**src/rtl/queue_ctl_pkg.sv**
```systemverilog
// Shared definitions for the queue_ctl FIFO: default sizes, the push/pop operation encoding
// and the helpers that derive the capacity and level width from DEPTH_BITS.
package queue_ctl_pkg;

  localparam int DEF_DATA_BITS    = 8;
  localparam int DEF_DEPTH_BITS   = 4;
  localparam int DEF_AFULL_LEVEL  = 12;
  localparam int DEF_AEMPTY_LEVEL = 4;

  // Accepted operations for one edge, encoded as {push_ok, pop_ok}.
  typedef enum logic [1:0] {
    OP_IDLE = 2'b00,
    OP_POP  = 2'b01,
    OP_PUSH = 2'b10,
    OP_BOTH = 2'b11
  } queue_op_e;

  function automatic int capacity(input int depth_bits);
    return 1 << depth_bits;
  endfunction

  function automatic int level_bits(input int depth_bits);
    return depth_bits + 1;
  endfunction

endpackage

```
**src/rtl/queue_ctl_ram.sv**
```systemverilog
// Storage array for queue_ctl: one synchronous write port and one asynchronous read port,
// so the head word reaches dat_o with zero read latency.
module queue_ram #(
  parameter int DATA_BITS = 8,
  parameter int ADDR_BITS = 4
) (
  input  logic                 clk,
  input  logic                 we,
  input  logic [ADDR_BITS-1:0] waddr,
  input  logic [DATA_BITS-1:0] wdata,
  input  logic [ADDR_BITS-1:0] raddr,
  output logic [DATA_BITS-1:0] rdata
);

  logic [DATA_BITS-1:0] mem [0:(1<<ADDR_BITS)-1];

  always_ff @(posedge clk) begin
    if (we) mem[waddr] <= wdata;
  end

  assign rdata = mem[raddr];

endmodule

```
**src/rtl/queue_ctl.sv**
```systemverilog
// Parametrised synchronous FIFO controller with level, watermarks, flush and defined push+pop at
// empty/full. Sticky overflow/underflow flags exist only when QUEUE_ERR_FLAGS_EN is defined.
module queue_ctl
  import queue_ctl_pkg::*;
#(
  parameter int DATA_BITS    = DEF_DATA_BITS,
  parameter int DEPTH_BITS   = DEF_DEPTH_BITS,
  parameter int AFULL_LEVEL  = DEF_AFULL_LEVEL,
  parameter int AEMPTY_LEVEL = DEF_AEMPTY_LEVEL
) (
  input  logic                  clk_i,
  input  logic                  reset_i,
  input  logic                  flush_i,
  input  logic [DATA_BITS-1:0]  dat_i,
  input  logic                  push_i,
  input  logic                  pop_i,
  input  logic                  oe_i,
  output logic [DATA_BITS-1:0]  dat_o,
  output logic                  full_o,
  output logic                  empty_o,
  output logic                  almost_full_o,
  output logic                  almost_empty_o,
  output logic [DEPTH_BITS:0]   level_o,
  output logic                  overflow_o,
  output logic                  underflow_o,
  input  logic                  clr_err_i
);

  localparam int LEVEL_BITS = level_bits(DEPTH_BITS);
  localparam logic [LEVEL_BITS-1:0] CAP_LEVEL    = LEVEL_BITS'(capacity(DEPTH_BITS));
  localparam logic [LEVEL_BITS-1:0] AFULL_MARK   = LEVEL_BITS'(AFULL_LEVEL);
  localparam logic [LEVEL_BITS-1:0] AEMPTY_MARK  = LEVEL_BITS'(AEMPTY_LEVEL);

  logic [DEPTH_BITS-1:0] rp;
  logic [DEPTH_BITS-1:0] wp;
  logic [LEVEL_BITS-1:0] level;
  logic                  is_full;
  logic                  is_empty;
  logic                  push_ok;
  logic                  pop_ok;
  logic                  ram_we;
  logic [DATA_BITS-1:0]  head;
  queue_op_e             op;

  assign is_full  = (level == CAP_LEVEL);
  assign is_empty = (level == '0);

  // A push at full is only allowed when the simultaneous pop frees a slot on the same edge.
  assign push_ok = push_i & (~is_full | pop_i);
  assign pop_ok  = pop_i & ~is_empty;
  assign op      = queue_op_e'({push_ok, pop_ok});
  assign ram_we  = push_ok & ~flush_i & ~reset_i;

  queue_ram #(
    .DATA_BITS (DATA_BITS),
    .ADDR_BITS (DEPTH_BITS)
  ) u_ram (
    .clk   (clk_i),
    .we    (ram_we),
    .waddr (wp),
    .wdata (dat_i),
    .raddr (rp),
    .rdata (head)
  );

  always_ff @(posedge clk_i) begin
    if (reset_i || flush_i) begin
      rp    <= '0;
      wp    <= '0;
      level <= '0;
    end else begin
      case (op)
        OP_POP: begin
          rp    <= rp + 1'b1;
          level <= level - 1'b1;
        end
        OP_PUSH: begin
          wp    <= wp + 1'b1;
          level <= level + 1'b1;
        end
        OP_BOTH: begin
          rp <= rp + 1'b1;
          wp <= wp + 1'b1;
        end
        default: ;
      endcase
    end
  end

  assign dat_o          = oe_i ? head : '0;
  assign full_o         = is_full;
  assign empty_o        = is_empty;
  assign almost_full_o  = (level >= AFULL_MARK);
  assign almost_empty_o = (level <= AEMPTY_MARK);
  assign level_o        = level;

`ifdef QUEUE_ERR_FLAGS_EN
  logic overflow_q;
  logic underflow_q;

  // A new rejection on the same edge as clr_err_i keeps the flag set; flush leaves flags alone.
  always_ff @(posedge clk_i) begin
    if (reset_i) begin
      overflow_q  <= 1'b0;
      underflow_q <= 1'b0;
    end else begin
      overflow_q  <= (push_i & ~push_ok & ~flush_i) | (overflow_q & ~clr_err_i);
      underflow_q <= (pop_i & ~pop_ok & ~flush_i) | (underflow_q & ~clr_err_i);
    end
  end

  assign overflow_o  = overflow_q;
  assign underflow_o = underflow_q;
`else
  logic unused_clr_err;
  assign unused_clr_err = clr_err_i;
  assign overflow_o     = 1'b0;
  assign underflow_o    = 1'b0;
`endif

endmodule

```
**config.mk**
```make
export PLATFORM = sky130hd
export DESIGN_NAME = queue_ctl
export DESIGN_NICKNAME = d
export VERILOG_FILES = /design/src/rtl/queue_ctl_pkg.sv /design/src/rtl/queue_ctl_ram.sv /design/src/rtl/queue_ctl.sv
export SDC_FILE = /design/constraint.sdc
export NUM_CORES = 1
export LEC_CHECK = 0
export CAP_MARGIN = 15
export CELL_PAD_IN_SITES_DETAIL_PLACEMENT = 0
export CELL_PAD_IN_SITES_GLOBAL_PLACEMENT = 1
export CORE_ASPECT_RATIO = 0.8
export CORE_MARGIN = 3
export CORE_UTILIZATION = 40
export DETAILED_ROUTE_END_ITERATION = 16
export DONT_BUFFER_PORTS = 1
export PLACE_DENSITY = 0.63
export SLEW_MARGIN = 20
export SYNTH_ARGS = -nofsm -noshare
export SYNTH_HDL_FRONTEND = slang
export SYNTH_HIERARCHICAL = 1
export SYNTH_SLANG_ARGS = --single-unit
export TNS_END_PERCENT = 5
```
**constraint.sdc**
```tcl
create_clock -name clk_i -period 3.2 [get_ports clk_i]
set_clock_uncertainty 0.2 [all_clocks]
set_input_delay 0.64 -clock clk_i [delete_from_list [all_inputs] [get_ports clk_i]]
set_output_delay 0.64 -clock clk_i [all_outputs]
set_load 0.02 [all_outputs]
```
# ---- Word level (Yosys, flattened, before mapping)
# Memories as Yosys holds them, arrays and structs flattened. A register that Yosys moved wholly into a read port is not among the register bits.
# Cells that the tools add are included.
dict set report word_totals {
  ram_bits 128
  ff_bits 13
  in_bits 15
  out_inout_bits 19
  elab_cells 34
  n_memories 1
}
dict set report op_classes {
  n_eq_ne 4
  n_mux 6
  n_reduce_logical 5
  n_bitwise 9
  add_sub_neg 4
  n_lt_le_gt_ge 2
}
# memory depth width rd rd_clocked_by_memory_dff write_ports line_no
set mem_list {}
lappend mem_list {u_ram.mem 16 8 1 1 1 queue_ctl_ram.sv:15} ;# logic [DATA_BITS-1:0] mem [0:(1<<ADDR_BITS)-1];
# operator count
set ops {}
lappend ops {{one-hot mux 5 bit (2 select lines)} 1}
lappend ops {{adder 4 x 1 -> 4 bit (second input constant)} 2}
lappend ops {{two-way mux 4 bit} 2}
lappend ops {{two-way mux 8 bit} 1}
lappend ops {{adder 5 x 1 -> 5 bit (second input constant)} 1}
lappend ops {{== test 5 bit (second input constant)} 1}
lappend ops {{greater-or-equal comparator 5 x 4 -> 1 bit (second input constant)} 1}
lappend ops {{less-or-equal comparator 5 x 3 -> 1 bit (second input constant)} 1}
lappend ops {{zero test 5 bit} 1}
lappend ops {{subtractor 5 x 1 -> 5 bit (second input constant)} 1}
lappend ops {{AND 1 bit} 4}
lappend ops {{== test 2 bit (second input constant)} 2}
lappend ops {{inverter 1 bit} 4}
lappend ops {{OR reduction 2 bit} 2}
lappend ops {{== test 2 x 1 -> 1 bit (second input constant)} 1}
lappend ops {{two-way mux 1 bit} 2}
lappend ops {{nonzero test 2 bit} 1}
lappend ops {{logical OR 1 bit} 1}
lappend ops {{OR 1 bit} 1}

# ---- Logic depth before layout (Yosys ltp)
# Gate-level depths: netlist of the first run.
dict set report depth {
  ltp_word 8
  depth_mapped 10
}

# ---- By module
# Netlist of the first run, hierarchy kept.
# mod n_inst cells_per_inst area_per_inst_um2
set by_module_without_submodules {}
lappend by_module_without_submodules {queue_ram 1 221 4987.3}
lappend by_module_without_submodules {queue_ctl 1 97 813.3}

# ---- Least setup slack after synthesis of the first run
# OpenSTA, ideal clock, no wires.
dict set report synth_timing {
  path_kind {flip-flop to flip-flop}
  startpoint {register level[0] (netlist: level_o[0])}
  endpoint {register level[3] (netlist: level_o[3])}
  path_buffers 0
  arrival_time_ps 2741
  stages_incl_launch_ff 11
  path_slack_ps 132
  setup_time_ps 127
  cell_sequence {dfxtp_1 > or4_4 > or2_1 > o21a_1 > ha_1 > inv_1 > ha_1 > a21o_1 > a21oi_1 > nor4_1 > or3_1}
}
dict set report synth_between {
  elab_chain_cells 6
  elab_cells_between_ends 13
  classes_between {add/sub: 2; eq/ne: 3; mux: 1; bitwise: 5; reduce/logical: 2}
}
# item line_no
set synth_lines {}
lappend synth_lines {{start, declared} queue_ctl.sv:36} ;# logic [LEVEL_BITS-1:0] level;
lappend synth_lines {{start signal, assigned} queue_ctl.sv:75} ;# level <= level - 1'b1;
lappend synth_lines {{start signal, assigned} queue_ctl.sv:79} ;# level <= level + 1'b1;
lappend synth_lines {{== test 5 bit} queue_ctl.sv:45} ;# assign is_full = (level == CAP_LEVEL);
lappend synth_lines {{inverter 1 bit} queue_ctl.sv:49} ;# assign push_ok = push_i & (~is_full | pop_i);
lappend synth_lines {{OR 1 bit} queue_ctl.sv:49}
lappend synth_lines {{AND 1 bit} queue_ctl.sv:49}
lappend synth_lines {{== test 2 bit / == test 2 x 1 -> 1 bit (equally long branches)} queue_ctl.sv:72} ;# case (op)
lappend synth_lines {{one-hot mux 5 bit (2 select lines) / nonzero test 2 bit (equally long branches)} --}
# Several ways; a longest one is shown, not always the timed one.
# A chain may end at the register's enable or synchronous reset.

==> run metrics, run 1 <==
root buffer cell=clkbuf_16; crit path launch type=register; syn_area_per_cell=roughly 18 µm²; critical path endpoint category=output port; Tmin final=between 3 and 4 ns; main combinational cell family by area after synthesis=multiplexers; Synth Area in Compound Gates=0.0399; Arr. time, crit path=2.30 ns; Post-synth EDFFs=128; total leakage power=roughly 2.2 nW; Synth Area in XOR/XNOR=0.0106; post-CTS setup repair buffer count=0; post-synthesis cell type count=between 40 and 50; Adder-Cell Fraction of Synth Area=0.0186; largest net degree at the start of global routing=33; first-pass detailed-route iteration total=4; 1st-iter DRT viols=196; Synth-to-Final Area Change=14.6%; Avg WL per Cell=21.4 µm; highest clock rate=0.318 GHz; setup TNS=0 ns; PortBufs=0; outcome=completed; worst-margin pin slew=0.961 ns; CTS tree=done; CP max FO=28; most frequent cells in the layout=edfxtp_1, nor2_1, mux4_2; Top FF cell, synth=edfxtp_1; Post-synth ARST share=0; Vias/cell=between 5 and 6; synthesized flop and latch total=141; post-synthesis mux area share=0.137; global-route wire length before repair=around 18000 µm; Chip Width=141 µm; CTS sink count=141; Overall Power=roughly 4.3 mW; CP Launch Point=rp[0]; CTS Buffer Depth=2; synthesized instance count=~320; Post-Synth Simple-Gate Area=0.0641; Vias=between 2k and 3k; grt ovf=0; reg2reg start=level_o[0]; Final Cell Area=between 6000 and 7000 µm²; number of max-cap violations=0; DP Area=~6100 µm²; Gate power share=0.094; hold-fix buffers at CTS=0; most common cell after layout, fill and taps aside=edfxtp_1; core area=roughly 14000 µm²; post-synthesis cell area=roughly 5800 µm²; Die Height=around 110 µm; # DRC=0; cell-internal power=3.34 mW; synth warn=6; Antenna Nets Post-Route=0; period utilization=0.982; Non-Filler Instances=between 500 and 600; H-tree depth=4; initial core utilization=0.418; Min-Delay Path Class=input port to register; critical path type=register to output port; switching share of power=0.222; WL final=~11000 µm; initial antenna violation count=0; gpl congestion=between 0.7 and 0.8; Worst slew margin=0.357; Worst VDD drop=0.353 mV; Final Hold Fails=0; Net Sw Power=0.951 mW; total track usage=0.153; Clk Latency, worst-skew pair=a little over 0.4 ns; I/O Pins=34; sequential power share=0.476; clock-pin slew on the worst setup and hold paths=0.06 ns; vias in the first global route=2866; layout cell share with drive strength beyond 1=0.207; Layout Utilization=0.479; clock network fraction of total power=0.430; die area=16000 µm²; P per Cell Area=approximately 650 nW/µm²; Seq/Total Area, Yosys=0.708; setup violators final=0; worst path required time=roughly 2.4 ns; # diodes=0; final net count=363; hold_sp=dat_i[0]; RSZ-0062 raised after global routing=true; Std-Cell Rows=38; Slew Limit Fails=0; post-detailed-placement half-perimeter wirelength=7210 µm; placed cells=roughly 500; number of buffers created by CTS=17
power by group through the flow:
stage               clock network [mW]  logic, mW  registers, mW
floorplan                            0      0.293           2.10
global placement                     0      0.400           2.08
detailed placement                   0      0.403           2.08
CTS                               1.88      0.406           2.04
global route                      1.97      0.442           2.05
finish                            1.84      0.403           2.04
worst max-delay path, stage by stage, from the launching register on:
cell and delay (ns):
dfxtp_2 0.35, buf_12 0.23, mux4_1 0.62, a22oi_1 0.28, nand2_1 0.13, and2_1 0.25
final cells by class:
class | count | area [µm²]
Fill cell | 1178 | 7240
Sequential cell | 141 | 4110
Multi-Input combinational cell | 159 | 1590
Clock buffer | 20 | 437
Tap cell | 180 | 225
Timing Repair Buffer | 17 | 153
Clock inverter | 12 | 123
Inverter | 4 | 15.0
flip-flops by register name (all words and copies together) (netlist names):
signal     count
level_o        5
rp             4
u_ram/mem    128
wp             4
cells by family after synthesis:
group                    after synthesis
flip-flops                           141
AND/OR/NAND/NOR                       75
multiplexers                          34
AO/OA/AOI/OAI                         33
buffers and inverters                 19
adder cells (fa/ha/maj)                8
XOR/XNOR                               7
other                                  1
final timing paths:
kind | end | slack, ns | cells past startpoint
worst max-delay path | dat_o[0] | 0.06 | 5
worst min-delay path | u_ram/mem[4][0] | 0.13 | 0
worst max register to register | level_o[3] | 0.14 | 10
worst min register to register | wp[3] | 0.34 | 2
through the flow:
step	worst slack [ns]	hold slack, ns
CTS	0.0432	0.106
global route	-0.0232	0.0962
finish	0.0577	0.125
floorplan	0.132	0.288
detailed placement	0.0818	0.335
global placement	0.123	0.311
metal layers:
layer  GRT usage  up-vias  wire (µm)
li1            -     1325          -
met1       0.221     1480       5480
met2       0.219       60       5110
met3      0.0612        8        714
met4      0.0400        0         77
met5           0        -          0
cells in the mapped netlist, types with 2 or more instances:
cell type          n  share of area
a21oi_1            5         0.0043
a22oi_1           16          0.021
and2_1             9         0.0097
buf_2              3         0.0026
buf_4              3         0.0039
buf_6              3         0.0058
clkbuf_1           3         0.0019
clkdlybuf4s25_2    3         0.0052
dfxtp_1           13          0.045
edfxtp_1         128           0.66
ha_1               7          0.015
inv_1              4         0.0026
mux2i_1            2         0.0035
mux4_1            14          0.063
mux4_2            18          0.070
nand2_1           13         0.0084
nand2b_1           2         0.0022
nand3_1            4         0.0035
nand3b_1           2         0.0026
nor2_1            28          0.018
nor3_1             5         0.0043
o211ai_1           2         0.0026
o21a_1             2         0.0026
o21ai_0            3         0.0026
or3_1              2         0.0022
xor2_1             6         0.0091
repair_timing:
action / CTS / global route
setup endpoints to repair: 1 / 7
hold endpoints to repair: 0 / 0
gates resized for setup: 1 / 3
gates cloned: 0 / 0
pin swaps: 0 / 1
(Power assumes the default switching activity.)
==> run 2, diff against run 1 <==
- PLACE_DENSITY: 0.63 -> 0.61
- clock period: 3.2 -> 3.5 ns (I/O delays scaled with it)
==> run metrics, run 2 (synthesis gave the netlist of run 1 again) <==
worst hold stages=0 (unchanged); # diodes=0 (unchanged); Tmin final=3.16 ns; 1st-iter DRT viols=278 (+42%); number of buffers created by CTS=17 (unchanged); gpl congestion=0.709 (-5.1%); Non-Filler Instances=539 (+1.1%); setup TNS=0 ns (unchanged); Std-Cell Rows=38 (unchanged); Vias/cell=5.39 (about the same); Worst VDD drop=0.389 mV (+10%); hold-fix buffers at CTS=0 (unchanged); RSZ-0062 raised after global routing=false; total leakage power=2.22 nW (+2.6%); CTS Buffer Depth=2 (unchanged); I/O Pins=34 (unchanged); setup violators final=0 (unchanged); Worst slew margin=0.499 (+0.142); final hold slack=0.178 ns (+0.0530 ns); Reg2Reg Setup Slack=0.39 ns (+0.25 ns); PortBufs=0 (unchanged); final net count=369 (+1.7%); Slew Limit Fails=0 (unchanged); CTS tree=done; H-tree depth=4 (unchanged); clock-pin slew on the worst setup and hold paths=0.06 ns (about the same); Vias=2903 (+1.0%); vias in the first global route=3018 (+5.3%); # DRC=0 (unchanged); Crit Reg-Reg Endpoint=level_o[3]; critical path endpoint category=output port; Worst path max stage delay=0.64 ns (+0.02 ns); critical path type=register to output port; Critical Path Slowest Stage Cell=mux4_1; Layout Utilization=0.484 (+0.00550); max reg flops=128 (unchanged); most common cell after layout, fill and taps aside=edfxtp_1; Die Height=114 µm (unchanged); layout cell share with drive strength beyond 1=0.206 (-0.000671); placed cells=507 (+1.2%); root buffer cell=clkbuf_16; P per Cell Area=603 nW/µm² (-6.6%); R2R cell count=10 (unchanged); total track usage=0.157 (+0.00339); Cell Chain, Critical Path=buf_12, mux4_1, a22oi_1, nand2_1, and2_1; Synth-to-Final Area Change=15.9%; cells resized by post-CTS repair=0 (-1); Final Hold Fails=0 (unchanged); first-pass detailed-route iteration total=4 (unchanged); initial core utilization=0.418 (unchanged); Clk Latency, worst-skew pair=0.41 ns (about the same); core area=13900 µm² (unchanged); largest net degree at the start of global routing=36 (+9.1%); post-detailed-placement half-perimeter wirelength=7370 µm (+2.3%); crit path launch type=register; Antenna Nets Post-Route=0 (unchanged); die area=16000 µm² (unchanged); reg2reg start=level_o[0]; worst hold endpoint=u_ram/mem[4][4]; worst path required time=2.60 ns (+0.24 ns); initial antenna violation count=0 (unchanged); highest clock rate=roughly 0.32 GHz; global-route wire length before repair=17800 µm (+1.2%); outcome=completed; grt ovf=0 (unchanged); Chip Width=141 µm (unchanged); CP max FO=35 (+25%); most frequent cells in the layout=edfxtp_1, nor2_1, buf_4; WL final=11700 µm (+2.9%); Min-Delay Path Class=input port to register; period utilization=0.902; post-CTS setup repair buffer count=0 (unchanged); hold_sp=dat_i[4]; Avg WL per Cell=21.7 µm (+1.8%); Arr. time, crit path=2.26 ns (-0.04 ns); number of max-cap violations=0 (unchanged); worst-margin pin slew=0.750 ns (-0.211 ns); CTS sink count=141 (unchanged); Biggest register=u_ram/mem
run 2: changes by cell type in the layout (fill, tap and decap cells not counted), sizes merged:
cell | before | now
buf | 17 | 23
clkbuf | 20 | 19
bufinv | 2 | 4
clkinvlp | 4 | 3
run 2: per-layer routing:
layer  global-route usage  wire (µm)
met2                0.242       5640
met4               0.0562         53
met3               0.0574        583
met5                    0          0
met1                0.206       5440
run 2: worst max-delay path by stage:
stage	slack, ns	start	end
floorplan	0.43	level_o[0]	level_o[3]
global placement	0.45	level_o[0]	level_o[3]
detailed placement	0.37	level_o[0]	level_o[3]
CTS	0.27	rp[0]	dat_o[0]
global route	0.20	level_o[0]	level_o[3]
finish	0.34	rp[0]	dat_o[0]
run 2: area by class of cell:
| cell class | instances | area, µm² |
|---|---|---|
| fill | 1179 | 7160 |
| sequential | 141 | 4110 |
| multi-input combinational | 159 | 1570 |
| clock buffer | 19 | 433 |
| tap | 180 | 225 |
| timing repair buffer | 23 | 198 |
| clock inverter | 13 | 173 |
| inverter | 4 | 15.0 |
run 2: where the power goes:
part	total, mW	switching [mW]	leakage, nW	internal (mW)
Clock	1.82	0.643	0.285	1.18
Sequential	1.87	0.0128	1.26	1.86
Combinational	0.358	0.209	0.681	0.149
run 2: critical path, delay by kind of cell (launching register included):
| kind | cells | cell delay, ns |
|---|---|---|
| buf+inv | 1 | 0.26 |
| mux | 1 | 0.64 |
| flops | 1 | 0.33 |
| compound gates | 1 | 0.25 |
| simple gates | 2 | 0.35 |
run 2: stage by stage:
step	area, µm²	setup slack, ns	power (mW)
global placement	6120	0.446	2.26
CTS	6720	0.266	4.10
floorplan	5800	0.432	2.19
global route	6720	0.205	4.21
detailed placement	6120	0.372	2.27
finish	6720	0.343	4.05
==> run 3, diff against run 2 <==
- CORE_UTILIZATION: 40 -> 47
- PLACE_DENSITY: 0.61 -> 0.69
- SLEW_MARGIN: 20 -> 10
==> run metrics, run 3 (synthesis gave the netlist of run 1 again) <==
outcome=completed; Antenna Nets Post-Route=0 (unchanged); RSZ-0062 raised after global routing=false; 1st-iter DRT viols=275 (-1.1%); first-pass detailed-route iteration total=5 (+1); Final Cell Area=6640 µm² (-1.2%); CTS sink count=141 (unchanged); highest clock rate=0.303 GHz (-4.3%); hold_sp=dat_i[2]; number of buffers created by CTS=17 (unchanged); placed cells=476 (-6.1%); Clk Latency, worst-skew pair=0.42 ns (about the same); Non-Filler Instances=508 (-5.8%); most frequent cells in the layout=edfxtp_1, nor2_1, buf_4; CP max FO=19 (-46%); Overall Power=3.96 mW (-2.1%); # DRC=0 (unchanged); WL final=11300 µm (-3.7%); vias in the first global route=2933 (-2.8%); P per Cell Area=597 nW/µm² (-0.94%); Slew Limit Fails=0 (unchanged); hold-fix buffers at CTS=0 (unchanged); Gate power share=0.090 (+0.002); Worst slew margin=0.545 (+0.0455); setup TNS=0 ns (unchanged); most common cell after layout, fill and taps aside=edfxtp_1; crit path launch type=register; reg2reg start=level_o[0]; H-tree depth=4 (unchanged); Std-Cell Rows=35 (-7.9%); post-CTS setup repair buffer count=0 (unchanged); cell-internal power=3.07 mW (-3.7%); cells resized by post-CTS repair=0 (unchanged); grt ovf=0 (unchanged); largest net degree at the start of global routing=36 (unchanged); critical path endpoint category=output port; CTS Buffer Depth=2 (unchanged); period utilization=0.943 (+0.0405); critical path type=register to output port; I/O Pins=34 (unchanged); CP Launch Point=rp[0]; initial core utilization=0.492 (+0.0746); clock network fraction of total power=0.439 (-0.011); sequential power share=0.471 (+0.010); setup violators final=0 (unchanged); CTS tree=done; worst hold stages=0 (unchanged); total track usage=0.177 (+0.0207); sum of buffers and inverters on the critical path=1 (unchanged); PortBufs=0 (unchanged); root buffer cell=clkbuf_16; Critical Path Slowest Stage Cell=mux4_1; cell family with most CP delay=multiplexers; Crit Reg-Reg Endpoint=level_o[3]; worst-margin pin slew=0.681 ns (-0.0681 ns); DP Area=6060 µm² (-0.94%); Arr. time, crit path=2.40 ns (+0.14 ns); Synth-to-Final Area Change=14.5%; total leakage power=2.21 nW (-0.50%); switching share of power=0.227 (+0.0130); WP depth=5 (unchanged); Net Sw Power=0.898 mW (+3.8%); worst path required time=2.60 ns (about the same); Biggest register=u_ram/mem; Vias/cell=5.69 (+5.6%); Final Hold Fails=0 (unchanged); Cell Chain, Critical Path=buf_4, mux4_1, a22oi_1, nand2_1, and2_1; clock-pin slew on the worst setup and hold paths=0.06 ns (about the same); # diodes=0 (unchanged); core area=11800 µm² (-15%); max reg flops=128 (unchanged); Vias=2890 (-0.45%); layout cell share with drive strength beyond 1=0.222 (+0.0161); final net count=370 (+0.27%); Chip Width=130 µm (-7.4%); Worst VDD drop=0.490 mV (+26%); die area=13700 µm² (-14%); Die Height=105 µm (-7.3%); R2R cell count=10 (unchanged); Avg WL per Cell=22.2 µm (+2.2%); Min-Delay Path Class=input port to register; Reg2Reg Setup Slack=0.38 ns (about the same); Worst path max stage delay=0.61 ns (-0.03 ns); number of max-cap violations=0 (unchanged); worst hold endpoint=u_ram/mem[4][2]; gpl congestion=0.720 (+1.6%); global-route wire length before repair=17200 µm (-3.3%); Layout Utilization=0.564 (+0.0796); post-detailed-placement half-perimeter wirelength=7040 µm (-4.5%); Tmin final=3.30 ns (+0.142 ns); initial antenna violation count=0 (unchanged)
[run 3: cell types whose count changed in the layout (fill, tap and decap cells not counted)]
cell | before | now
clkbuf_8 | 0 | 1
clkinvlp_4 | 3 | 5
inv_6 | 0 | 2
clkbuf_1 | 2 | 0
buf_12 | 2 | 0
bufinv_16 | 4 | 2
clkinv_1 | 3 | 0
buf_4 | 21 | 24
clkinv_2 | 2 | 4
[run 3: how the worst max path moves through the flow]
stage | endpoint | slack [ns]
2_1_floorplan | level_o[3] | 0.43
6_report | dat_o[2] | 0.20
3_5_place_dp | level_o[3] | 0.39
5_1_grt | dat_o[5] | 0.04
3_3_place_gp | level_o[3] | 0.43
4_1_cts | dat_o[2] | 0.17
[run 3: cell type report]
class / count / area [µm²]
tap: 148 / 185
multi-input combinational: 159 / 1570
clock inverter: 14 / 144
inverter: 4 / 15.0
clock buffer: 18 / 439
sequential: 141 / 4110
timing repair buffer: 24 / 180
fill: 908 / 5140
[run 3: metrics by stage]
stage | setup WS, ns | hold WS [ns]
after floorplan | 0.432 | 0.288
after global placement | 0.432 | 0.319
after detailed placement | 0.388 | 0.329
after CTS | 0.166 | 0.160
after global routing | 0.0378 | 0.157
final | 0.201 | 0.175
[run 3: power groups by stage]
stage               Combinational [mW]  Sequential [mW]  Clock (mW)
floorplan                        0.268             1.92           0
global placement                 0.358             1.90           0
detailed placement               0.361             1.90           0
CTS                              0.363             1.87        1.77
global route                     0.395             1.87        1.84
finish                           0.358             1.87        1.74
[run 3: layer usage]
layer,wire [µm],global-route usage,share of wire
met4,154,0.0712,0.014
met1,5400,0.262,0.48
met2,5080,0.249,0.45
met5,0,0,0
met3,651,0.0502,0.058
